File: src/rtl/reset_pkg.sv
// Shared types and constants for the reset sequencer: FSM state encoding,
// parameter defaults and the shared-counter width helper.
package reset_pkg;

  localparam int unsigned DEF_CHANNELS    = 4;
  localparam int unsigned DEF_HOLD_CYCLES = 8;
  localparam int unsigned DEF_STAGE_GAP   = 4;

  typedef enum logic [1:0] {
    HOLD    = 2'd0,
    RELEASE = 2'd1,
    DONE    = 2'd2
  } seq_state_t;

  // One counter serves both the lock-hold window and the staggered release span.
  function automatic int unsigned cnt_width(input int unsigned hold,
                                            input int unsigned ch,
                                            input int unsigned gap);
    int unsigned span;
    span = (ch - 1) * gap;
    if (hold > span) span = hold;
    return $clog2(span + 1);
  endfunction

endpackage

File: src/rtl/reset_sync2.sv
// Two-flop synchroniser for a single asynchronous level; output is 0 during reset.
module reset_sync2 (
  input  logic i_clk,
  input  logic i_rst,
  input  logic i_d,
  output logic o_q
);

  logic r_meta;
  logic r_sync;

  always_ff @(posedge i_clk or posedge i_rst) begin
    if (i_rst) begin
      r_meta <= 1'b0;
      r_sync <= 1'b0;
    end else begin
      r_meta <= i_d;
      r_sync <= r_meta;
    end
  end

  assign o_q = r_sync;

endmodule

File: src/rtl/reset_sequencer.sv
// Staggered multi-channel reset release gated by a synchronised lock input.
// Optional macro RESET_SEQUENCER_LOCK_MON_EN: lock loss in DONE restarts the sequence.
module reset_sequencer
  import reset_pkg::*;
#(
  parameter int unsigned CHANNELS    = DEF_CHANNELS,
  parameter int unsigned HOLD_CYCLES = DEF_HOLD_CYCLES,
  parameter int unsigned STAGE_GAP   = DEF_STAGE_GAP
) (
  input  logic                CLK_IN,
  input  logic                RST_IN,
  input  logic                REQ_IN,
  input  logic                LOCK_IN,
  output logic [CHANNELS-1:0] RST_OUT,
  output logic                BUSY_OUT,
  output logic                DONE_OUT
);

  localparam int unsigned    CW        = cnt_width(HOLD_CYCLES, CHANNELS, STAGE_GAP);
  localparam logic [CW-1:0]  HOLD_LAST = CW'(HOLD_CYCLES - 1);
  localparam logic [CW-1:0]  REL_LAST  = CW'((CHANNELS - 1) * STAGE_GAP);

  seq_state_t          r_state;
  logic [CW-1:0]       r_cnt;
  logic [CHANNELS-1:0] r_rst;
  logic                r_done;
  logic                r_req_d;

  seq_state_t          w_state_nxt;
  logic [CW-1:0]       w_cnt_nxt;
  logic [CHANNELS-1:0] w_rst_nxt;
  logic                w_done_nxt;
  logic [CW-1:0]       w_cnt_inc;
  logic                w_lock;
  logic                w_req_edge;
  logic                w_restart;

  reset_sync2 u_lock_sync (
    .i_clk (CLK_IN),
    .i_rst (RST_IN),
    .i_d   (LOCK_IN),
    .o_q   (w_lock)
  );

  // History resets to 1 so a request held high across reset is not a new edge.
  assign w_req_edge = REQ_IN & ~r_req_d;
  assign w_cnt_inc  = r_cnt + 1'b1;

`ifdef RESET_SEQUENCER_LOCK_MON_EN
  assign w_restart = w_req_edge | ((r_state == DONE) & ~w_lock);
`else
  assign w_restart = w_req_edge;
`endif

  always_ff @(posedge CLK_IN or posedge RST_IN) begin
    if (RST_IN) begin
      r_state <= HOLD;
      r_cnt   <= '0;
      r_rst   <= '1;
      r_done  <= 1'b0;
      r_req_d <= 1'b1;
    end else begin
      r_state <= w_state_nxt;
      r_cnt   <= w_cnt_nxt;
      r_rst   <= w_rst_nxt;
      r_done  <= w_done_nxt;
      r_req_d <= REQ_IN;
    end
  end

  always_comb begin
    w_state_nxt = r_state;
    w_cnt_nxt   = r_cnt;
    w_rst_nxt   = r_rst;
    w_done_nxt  = r_done;
    if (w_restart) begin
      w_state_nxt = HOLD;
      w_cnt_nxt   = '0;
      w_rst_nxt   = '1;
      w_done_nxt  = 1'b0;
    end else begin
      case (r_state)
        HOLD: begin
          if (!w_lock) begin
            w_cnt_nxt = '0;
          end else if (r_cnt == HOLD_LAST) begin
            w_cnt_nxt    = '0;
            w_rst_nxt[0] = 1'b0;
            // A single channel finishes on the hold exit itself.
            if (CHANNELS == 1) begin
              w_state_nxt = DONE;
              w_done_nxt  = 1'b1;
            end else begin
              w_state_nxt = RELEASE;
            end
          end else begin
            w_cnt_nxt = w_cnt_inc;
          end
        end
        RELEASE: begin
          w_cnt_nxt = w_cnt_inc;
          for (int unsigned k = 1; k < CHANNELS; k++) begin
            if (w_cnt_inc == CW'(k * STAGE_GAP)) w_rst_nxt[k] = 1'b0;
          end
          if (w_cnt_inc == REL_LAST) begin
            w_state_nxt = DONE;
            w_done_nxt  = 1'b1;
          end
        end
        DONE: begin
        end
        default: begin
          w_state_nxt = HOLD;
          w_cnt_nxt   = '0;
          w_rst_nxt   = '1;
          w_done_nxt  = 1'b0;
        end
      endcase
    end
  end

  assign RST_OUT  = r_rst;
  assign DONE_OUT = r_done;
  assign BUSY_OUT = (r_state != DONE);

endmodule
File: config.mk
export PLATFORM = sky130hd
export DESIGN_NAME = reset_sequencer
export DESIGN_NICKNAME = d
export VERILOG_FILES = /design/src/rtl/reset_pkg.sv /design/src/rtl/reset_sync2.sv /design/src/rtl/reset_sequencer.sv
export SDC_FILE = /design/constraint.sdc
export NUM_CORES = 1
export LEC_CHECK = 0
export ABC_AREA = 1
export BUFFER_PORTS_ARGS = -buffer_cell sky130_fd_sc_hd__buf_2
export CAP_MARGIN = 20
export CORE_MARGIN = 3
export CORE_UTILIZATION = 30
export DETAILED_ROUTE_END_ITERATION = 16
export PLACE_DENSITY = 0.58
export SYNTH_ARGS = -nofsm -noshare
export SYNTH_HDL_FRONTEND = slang
export SYNTH_SLANG_ARGS = --single-unit
File: constraint.sdc
create_clock -name CLK_IN -period 1.6 [get_ports CLK_IN]
set_input_delay 0 -clock CLK_IN [delete_from_list [all_inputs] [get_ports CLK_IN]]
set_output_delay 0 -clock CLK_IN [all_outputs]
set_load 0.02 [all_outputs]
==> results of run 1 <==
what timing repair did:
item / 4_1_cts / 5_1_grt
hold buffers: 3 / 0
setup endpoints to repair: 0 / 1
setup buffers: 0 / 0
resized for setup: 0 / 1
endpoints found under the hold margin: 11 / 0
Yosys cell counts (all sizes together):
master	n	area share, %
nand3	7	4.7
dfstp	5	18
nand4	5	4.2
a21boi	1	1.0
o21ai	6	4.5
a21oi	2	1.3
nor2	4	3.7
inv	13	6.5
nand2	28	15
xor2	1	1.2
dfrtp	9	30
buf	1	1.5
ha	5	8.4
cell type report:
cell class	instances	area (sq um)	area share, %
clock buffer	4	26.3	3.02
multi-input combinational	59	329	37.8
sequential	14	357	40.9
inverter	13	48.8	5.60
tap	28	35.0	4.02
timing repair buffer	12	75.1	8.62
per-stage QoR:
step | power (mW) | instances | hold slack [ns] | setup slack [ns]
after floorplan | 0.990 | 87 | -0.114 | 0.252
after global placement | 1.12 | 123 | 0.0636 | 0.238
after detailed placement | 1.14 | 123 | 0.0691 | 0.205
after CTS | 1.37 | 130 | 0.296 | 0.179
after global routing | 1.49 | 130 | 0.312 | 0.0125
final | 1.37 | 130 | 0.264 | 0.205
flip-flops by register name, summed over array words and instances (netlist names):
name and flops:
r_req_d 1, RST_OUT 4, r_state 2, u_lock_sync.r_meta 1, r_cnt 4, u_lock_sync.o_q 1, DONE_OUT 1
tightest hold or removal path, delay by kind of cell:
| family | cells | cell delay [ns] |
|---|---|---|
| buf+inv | 3 | 1.02 |
layer usage:
layer  part of all wire (%)  track usage, %  up-vias
met4                    3.0            7.12        0
met5                      0               0        -
met3                    4.7            2.32        5
met1                     44            12.0      269
li1                       -               -      311
met2                     48            18.4       14
power by group through the flow:
| stage | clock [mW] | combinational, mW | sequential [mW] |
|---|---|---|---|
| after floorplan | 0 | 0.404 | 0.586 |
| after global placement | 0 | 0.576 | 0.545 |
| after detailed placement | 0 | 0.592 | 0.552 |
| after CTS | 0.229 | 0.601 | 0.545 |
| after global routing | 0.236 | 0.687 | 0.562 |
| final | 0.224 | 0.597 | 0.545 |
path summary, 6_finish.rpt:
check                                    from            endpoint  slack (ns)  cells after the start
max                                r_state[0]          RST_OUT[1]        0.21                      8
min                                    RST_IN            DONE_OUT        0.26                      3
max reg2reg                        r_state[0]          RST_OUT[1]        0.21                      8
min reg2reg                u_lock_sync.r_meta     u_lock_sync.o_q        0.36                      0
max in group asynchronous              RST_IN          RST_OUT[1]        0.97                      3
min in group CLK_IN                   LOCK_IN  u_lock_sync.r_meta        0.34                      2
logic make-up after synthesis:
kind of cell | Yosys count
and+or+nand+nor | 44
buffers and inverters | 14
DFF | 14
AOI/OAI and AO/OA | 9
adders and majority gates | 5
xor gates and xnor gates | 1
==> metrics.md, run 1 <==
| Metric | Value |
|---|---|
| Outcome | finished clean |
| Starting Density | 32.8% |
| Capturing element type of the critical path | flip-flop |
| WP buf/inv | 2 |
| Yosys cell types | 19 |
| Syn_area_per_cell | 8.57 sq um |
| Most common cell after layout, fill and taps aside | nand2_1 |
| Sw Ratio | 43.4% |
| DRC viols | 0 |
| Post-synthesis simple-gate area fraction | 27.7% |
| Synth Area in Compound Gates | 6.88% |
| Final setup fails | 0 |
| Largest family of logic cells by synthesized area | simple AND/OR/NAND/NOR gates |
| WL/cell | 11.4 um |
| Clk sinks | 14 |
| Vias in the first global route | 612 |
| RSZ-0062 raised after global routing | no |
| Tmin final | 1.39 ns |
| Critical path class | flip-flop to flip-flop |
| Crit path top cell by count | nand2_1 |
| Largest fanout on the critical path | 4 |
| Part of the power in combinational logic | 43.7% |
| Vias per cell | 4.61 |
| Setup TNS | 0 ns |
| Final core occ | 38.3% |
| Relative slew margins | 65.9% |
| Die Y | 55.9 um |
| Slowest Stage Delay on Critical Path | 0.43 ns |
| Fill cells | 227 |
| CTS Buf Count | 3 |
| Nets | 112 |
| Mux cell area share after synthesis | 0% |
| Hold Violations, Final | 0 |
| Die area | 0.00312 sq mm |
| Core Area | 0.00228 sq mm |
| Slowest CP cell | dfrtp_1 |
| DRT antenna net count | 0 |
| XOR/XNOR Fraction of Synth Area | 1.17% |
| Hold WC Path Type | input port to asynchronous set/reset pin |
| Router iterations before antenna repair | 4 |
| Leakage | 0.438 nW |
| Clk buf depth | 2 |
| Pint | 0.773 mW |
| RePlAce Congestion | 0.795 |
| Crit path arrival time | 1.62 ns |
| Post-synthesis adder-cell area fraction | 8.39% |
| N_diodes | 0 |
| TritonCTS clock tree | yes |
| First-pass GRT wire length | 2570 um |
| Vias | 599 |
| Power per cell area | 1570 mW/mm^2 |
| Root Buffer | clkbuf_4 |
| Share of cells above drive strength 1 | 24.5% |
| Routed wire length | 1480 um |
| DPL Wire Length | 1140 um |
| Crit path cell chain | inv_1 -> ha_1 -> inv_1 -> nand2_1 -> nand2_1 -> nand3_1 -> o21ai_1 -> nand2_1 |
| Sequential power share | 39.9% |
| Synth-to-layout area growth | 16.8% |
| YS warnings | 0 |
| Delay-heaviest family, CP | flip-flops |
| Number of max-cap violations | 0 |
| Peak VDD IR | 0.713 mV |
| Slew Viols, Final | 0 |
| Pin count of the biggest net entering global routing | 15 |
| Sw Pwr | 0.593 mW |
| Period utilization | 87.2% |
| Least-Margin Pin Slew | 0.511 ns |
| Clock-pin slew on the worst setup and hold paths | 0.09 ns |
| Sequential share of the synthesized area | 47.8% |
| Gr usage total | 10.8% |
| Instance count of the mapped netlist | 87 |
| Post-Syn Area | 746 sq um |
| FF+latch count, synth | 14 |
| Final Instance Area | 871 sq um |
| Clk network pwr share | 16.4% |
| Die extent in x | 55.9 um |
| Placed Instance Area | 815 sq um |
| Fmax | 717 MHz |
| Initial antenna violation count | 0 |
| CTS HTree Levels | 1 |
| Clock Skew | 0.00477 ns |
| Crit start category | flip-flop |
| Iteration-0 DRC Markers | 6 |
| Grt ovf | 0 |
| I/O pins | 10 |
| Count of port buffers added during placement | 9 |
| Most frequent cells in the layout | nand2_1, inv_1, dfrtp_1, buf_2, nand3_1 |
| Clock Latency Late Sink | 0.30 ns |
| Cell Rows | 17 |
| Crit path required time | 1.83 ns |
| Post-Syn Nets | 96 |
No activity file was read; power rests on OpenSTA's default activity.
==> inputs of run 2 (changes only) <==
- ABC_AREA: 1 -> unset
==> metrics.md, run 2 <==
| Metric | Value |
|---|---|
| Clk sinks | 14 (unchanged) |
| Yosys top cell by area | dfrtp_1 |
| Least-Margin Pin Slew | 0.530 ns (+0.0187 ns) |
| N_diodes | 0 (unchanged) |
| Outcome | finished clean |
| Largest fanout on the critical path | 5 (+1) |
| Number of max-cap violations | 0 (unchanged) |
| Nets | 93 (-17%) |
| Critical path class | flip-flop to flip-flop |
| Hold Violations, Final | 0 (unchanged) |
| Post-Syn Area | 747 sq um (+0.17%) |
| Crit path required time | 1.79 ns (-0.04 ns) |
| CTS Buf Count | 3 (unchanged) |
| Synth area leaders | dfrtp_1, dfstp_2, ha_1 |
| Most frequent cells in the layout | dfrtp_1, buf_2, dfstp_2 |
| DPL Wire Length | 1020 um (-10%) |
| Vias | 545 (-9.0%) |
| Final hold slack | 0.287 ns (+0.0229 ns) |
| Clock-pin slew on the worst setup and hold paths | 0.09 ns (about the same) |
| Relative slew margins | 64.6% (-1.2 points) |
| Power per cell area | 794 mW/mm^2 (-49%) |
| Cell Rows | 17 (unchanged) |
| Count leader, synth | dfrtp_1 |
| Ys flop type | dfrtp_1 |
| DRC viols | 0 (unchanged) |
| FF+latch count, synth | 14 (unchanged) |
| Clk buf depth | 2 (unchanged) |
| Area taken by multi-input logic gates | 364 sq um (+11%) |
| Vias per cell | 4.91 (+6.6%) |
| Period utilization | 94.8% (+7.6 points) |
| Yosys cell types | 29 (+10) |
| Slew Viols, Final | 0 (unchanged) |
| Router iterations before antenna repair | 2 (-2) |
| TritonCTS clock tree | yes |
| Die extent in x | 55.9 um (about the same) |
| Share of cells above drive strength 1 | 42.2% (+18 points) |
| Fmax | 659 MHz (-8.1%) |
| Clock Skew | 0.00220 ns (-0.00257 ns) |
| Final setup fails | 0 (unchanged) |
| Gr usage total | 10.8% (-0.021 points) |
| Post-Syn Nets | 74 (-23%) |
| Number of flops mapped to enable cells by yosys | 0 (unchanged) |
| Count of port buffers added during placement | 9 (unchanged) |
| YS warnings | 0 (unchanged) |
| Routed wire length | 1500 um (+1.3%) |
| Initial antenna violation count | 0 (unchanged) |
| Iteration-0 DRC Markers | 6 (unchanged) |
| RSZ-0062 raised after global routing | no |
| Core Area | 0.00230 sq mm (+0.93%) |
| Hold WC Path Type | input port to asynchronous set/reset pin |
| Die area | 0.00312 sq mm (+0.16%) |
| Leakage | 0.409 nW (-6.6%) |
| Grt ovf | 0 (unchanged) |
| Synth top area share | 30.2% (-0.051 points) |
| I/O pins | 10 (unchanged) |
| Vias in the first global route | 544 (-11%) |
| Peak VDD IR | 0.557 mV (-22%) |
| First-pass GRT wire length | 2550 um (-0.78%) |
| Root Buffer | clkbuf_4 |
| Synth-to-layout area growth | 22.1% |
| Instance count of the mapped netlist | 65 (-25%) |
| Area occupied by registers | 357 sq um (unchanged) |
| Pin count of the biggest net entering global routing | 15 (unchanged) |
| Clock Latency Late Sink | 0.29 ns (about the same) |
| Fill cells | 245 (+7.9%) |
| Ys async rst share | 100% (unchanged) |
| RePlAce Congestion | 0.754 (-5.3%) |
| Tmin final | 1.52 ns (+0.122 ns) |
| Starting Density | 32.5% (-0.25 points) |
| Capturing element type of the critical path | flip-flop |
| DRT antenna net count | 0 (unchanged) |
| Die Y | 55.9 um (about the same) |
| Sequential share of the synthesized area | 47.7% (-0.080 points) |
| Synth top cells by count | dfrtp_1, dfstp_2, ha_1 |
| CTS HTree Levels | 1 (unchanged) |
| Crit path arrival time | 1.70 ns (+0.08 ns) |
| WL/cell | 13.5 um (+19%) |
| Crit start category | flip-flop |
| Setup TNS | 0 ns (unchanged) |
| Syn_area_per_cell | 11.5 sq um (+34%) |
[run 2: logic make-up after synthesis]
| logic type | count (synthesis) | share of synthesized area [%] |
|---|---|---|
| simple gates | 21 | 19.4 |
| compound gates | 16 | 15.9 |
| flops | 14 | 47.7 |
| buf+inv | 6 | 4.52 |
| fa+ha+maj | 5 | 8.38 |
| mux | 2 | 2.85 |
| xor+xnor | 1 | 1.17 |
[run 2: power by group]
part           total [mW]  switching (mW)  internal (mW)
logic              0.0757          0.0396         0.0361
clock network       0.265           0.127          0.139
registers           0.383          0.0101          0.373
total               0.724           0.176          0.548
[run 2: what timing repair did]
action                     CTS  global route
hold endpoints to repair    11             0
buffers inserted             0             1
setup endpoints to repair    0             3
hold buffers                 3             0
gates resized for setup      0             4
[run 2: final cells by class]
cell class / count / share of cell area, %
Tap cell: 28 / 3.84
Timing Repair Buffer: 16 / 11.5
Clock buffer: 4 / 3.98
Sequential cell: 14 / 39.1
Multi-Input combinational cell: 45 / 39.9
Inverter: 4 / 1.65
[run 2: final timing paths]
kind / slack, ns / from / cells past startpoint / to
max: 0.08 / r_state[1] / 6 / r_cnt[0]
min: 0.29 / RST_IN / 3 / u_lock_sync.o_q
max reg2reg: 0.08 / r_state[1] / 6 / r_cnt[0]
min reg2reg: 0.37 / u_lock_sync.r_meta / 0 / u_lock_sync.o_q
max in group asynchronous: 0.95 / RST_IN / 3 / RST_OUT[2]
min in group CLK_IN: 0.34 / LOCK_IN / 2 / u_lock_sync.r_meta
[run 2: worst max-delay path, stage by stage, from the launching register on]
cell	delay, ns
dfrtp_1	0.37
inv_1	0.10
ha_2	0.23
a21o_1	0.17
and3_4	0.18
o21a_4	0.12
mux2_2	0.25
[run 2: stage by stage]
step / worst slack, ns / total power [mW] / util (%) / cells / cell area [sq um]
floorplan: 0.112 / 0.438 / - / 65 / 747
global placement: 0.106 / 0.457 / 36.2 / 103 / 831
detailed placement: 0.0387 / 0.460 / 36.2 / 103 / 831
CTS: 0.0240 / 0.736 / 39.1 / 110 / 897
global route: 0.00850 / 0.763 / 39.7 / 111 / 912
finish: 0.0831 / 0.724 / 39.7 / 111 / 912
[run 2: routing by layer]
layer	global-route usage [%]	vias up	share of wire [%]
met3	5.10	4	5.3
met5	0	-	0
met4	6.10	0	2.1
met2	15.2	10	46
li1	-	271	-
met1	13.3	260	46
==> inputs of run 3 (changes only) <==
--- a/config.mk
+++ b/config.mk
@@ -8,8 +8,9 @@
 export BUFFER_PORTS_ARGS = -buffer_cell sky130_fd_sc_hd__buf_2
 export CAP_MARGIN = 20
-export CORE_MARGIN = 3
+export CORE_MARGIN = 2
 export CORE_UTILIZATION = 30
 export DETAILED_ROUTE_END_ITERATION = 16
 export PLACE_DENSITY = 0.58
+export SLEW_MARGIN = 20
 export SYNTH_ARGS = -nofsm -noshare
 export SYNTH_HDL_FRONTEND = slang
==> constraint.sdc (replaced) <==
create_clock -name CLK_IN -period 1.6 [get_ports CLK_IN]
set_input_delay 0 -clock CLK_IN [delete_from_list [all_inputs] [get_ports CLK_IN]]
set_output_delay 0 -clock CLK_IN [all_outputs]
set_load 0.05 [all_outputs]
==> metrics.md, run 3 (same netlist as run 2, synthesis figures left out) <==
| Metric | Value |
|---|---|
| Outcome | finished clean |
| First-pass GRT wire length | 2250 um (-12%) |
| Vias | 517 (-5.1%) |
| Post-cts resize count | 0 (unchanged) |
| Largest fanout on the critical path | 6 (+1) |
| Grt ovf | 0 (unchanged) |
| Clock-pin slew on the worst setup and hold paths | 0.09 ns (about the same) |
| WL/cell | 11.9 um (-12%) |
| Crit path required time | 1.76 ns (-0.03 ns) |
| Clock Skew | 0.00589 ns (+0.00368 ns) |
| Root Buffer | clkbuf_4 |
| DRT antenna net count | 0 (unchanged) |
| Vias in the first global route | 534 (-1.8%) |
| Critical path origin | r_state[0] |
| Starting Density | 31.0% (-1.5 points) |
| Die area | 0.00291 sq mm (-7.0%) |
| Router iterations before antenna repair | 4 (+2) |
| Fmax | 645 MHz (-2.2%) |
| RR Startpoint | r_state[0] |
| CTS HTree Levels | 1 (unchanged) |
| Cell Rows | 18 (+1) |
| Least-Margin Pin Slew | 0.536 ns (+0.00620 ns) |
| Sw Pwr | 0.177 mW (+0.36%) |
| Vias per cell | 4.62 (-6.0%) |
| Non-Filler Instances | 112 (+0.90%) |
| Hold Violations, Final | 0 (unchanged) |
| N_diodes | 0 (unchanged) |
| RePlAce Congestion | 0.682 (-9.4%) |
| Synth-to-layout area growth | 22.6% |
| Nets | 92 (-1.1%) |
| Most frequent cells in the layout | dfrtp_1, buf_2, dfstp_2 |
| I/O pins | 10 (unchanged) |
| Relative slew margins | 64.2% (-0.41 points) |
| Core Area | 0.00241 sq mm (+4.9%) |
| Count of port buffers added during placement | 9 (unchanged) |
| Peak VDD IR | 0.491 mV (-12%) |
| Routed wire length | 1330 um (-11%) |
| Gr usage total | 10.9% (+0.15 points) |
| Crit path arrival time | 1.71 ns (about the same) |
| Die extent in x | 53.9 um (-3.6%) |
| Power per cell area | 790 mW/mm^2 (-0.42%) |
| Period utilization | 96.9% (+2.1 points) |
| Final setup fails | 0 (unchanged) |
| Pint | 0.547 mW (-0.12%) |
| Pin count of the biggest net entering global routing | 15 (unchanged) |
| DPL Wire Length | 955 um (-6.7%) |
| Reg-to-reg slack, setup | 0.05 ns (-0.03 ns) |
| Clk buf depth | 2 (unchanged) |
| Capturing element type of the critical path | flip-flop |
| TritonCTS clock tree | yes |
| Die Y | 53.9 um (-3.6%) |
| Slowest CP cell | dfrtp_1 |
| DRC viols | 0 (unchanged) |
| Sequential power share | 52.8% (about the same) |
| Crit path cell chain | inv_2 -> ha_1 -> a21o_1 -> and3_4 -> o21a_4 -> mux2_2 |
| Crit start category | flip-flop |
| RSZ-0062 raised after global routing | no |
| Iteration-0 DRC Markers | 3 (-3) |
| CTS Buf Count | 3 (unchanged) |
| Critical path class | flip-flop to flip-flop |
| Leakage | 0.409 nW (about the same) |
| Share of cells above drive strength 1 | 40.2% (-1.9 points) |
| Number of max-cap violations | 0 (unchanged) |
| Part of the power in combinational logic | 12.5% (+2.0 points) |
| Cell total after placement | 105 (+1.9%) |
| Hold WC Path Type | input port to asynchronous set/reset pin |
| Slowest Stage Delay on Critical Path | 0.40 ns (+0.03 ns) |
| Clock Latency Late Sink | 0.28 ns (about the same) |
| Initial antenna violation count | 0 (unchanged) |
| Slew Viols, Final | 0 (unchanged) |
| Final hold slack | 0.293 ns (+0.00541 ns) |
| Tmin final | 1.55 ns (+0.0339 ns) |
| Clk sinks | 14 (unchanged) |
| Sw Ratio | 24.4% (+0.089 points) |
| Clk network pwr share | 34.7% (-2.0 points) |
-- run 3: final timing paths --
check | to | cells past startpoint
max | r_cnt[0] | 6
min | DONE_OUT | 3
max reg2reg | r_cnt[0] | 6
min reg2reg | u_lock_sync.o_q | 0
max in group asynchronous | RST_OUT[3] | 3
min in group CLK_IN | u_lock_sync.o_q | 0
-- run 3: power by group through the flow --
stage	Sequential, mW	Combinational (mW)	Clock, mW
2_1_floorplan	0.411	0.0434	0
3_3_place_gp	0.388	0.0856	0
3_5_place_dp	0.388	0.0864	0
4_1_cts	0.382	0.0921	0.266
5_1_grt	0.384	0.0990	0.270
6_report	0.382	0.0905	0.251
-- run 3: per-layer routing --
metal	vias up	routed length, um	global-route usage (%)
li1	265	-	-
met1	241	690	14.9
met2	9	574	16.3
met3	2	51	1.67
met4	0	12	6.41
met5	-	0	0
-- run 3: worst max-delay path, delay by kind of cell (launching register included) --
kind            cells  cell delay (ns)
flops               1             0.40
compound gates      2             0.31
fa+ha+maj           1             0.25
mux                 1             0.25
simple gates        1             0.15
buf+inv             1             0.08
-- run 3: final cells by class --
cell class	count	area, sq um
clock buffer	4	36.3
fill	237	1490
inverter	4	18.8
multi-input combinational	45	369
sequential	14	357
tap	30	37.5
timing repair buffer	15	97.6
-- run 3: what timing repair did --
item,CTS,global route
hold buffers,3,0
endpoints found under the hold margin,11,0
buffers inserted,0,0
-- run 3: metrics by stage --
step / util, % / instance area, sq um / power [mW] / TNS [ns] / setup WS [ns]
finish: 38.0 / 916 / 0.724 / 0 / 0.0492
global route: 38.0 / 916 / 0.753 / 0 / 0.0100
CTS: 38.0 / 916 / 0.740 / 0 / 0.0575
detailed placement: 35.3 / 850 / 0.475 / 0 / 0.0684
global placement: 35.3 / 850 / 0.473 / 0 / 0.0977
floorplan: - / 763 / 0.454 / -0.0311 / -0.0311
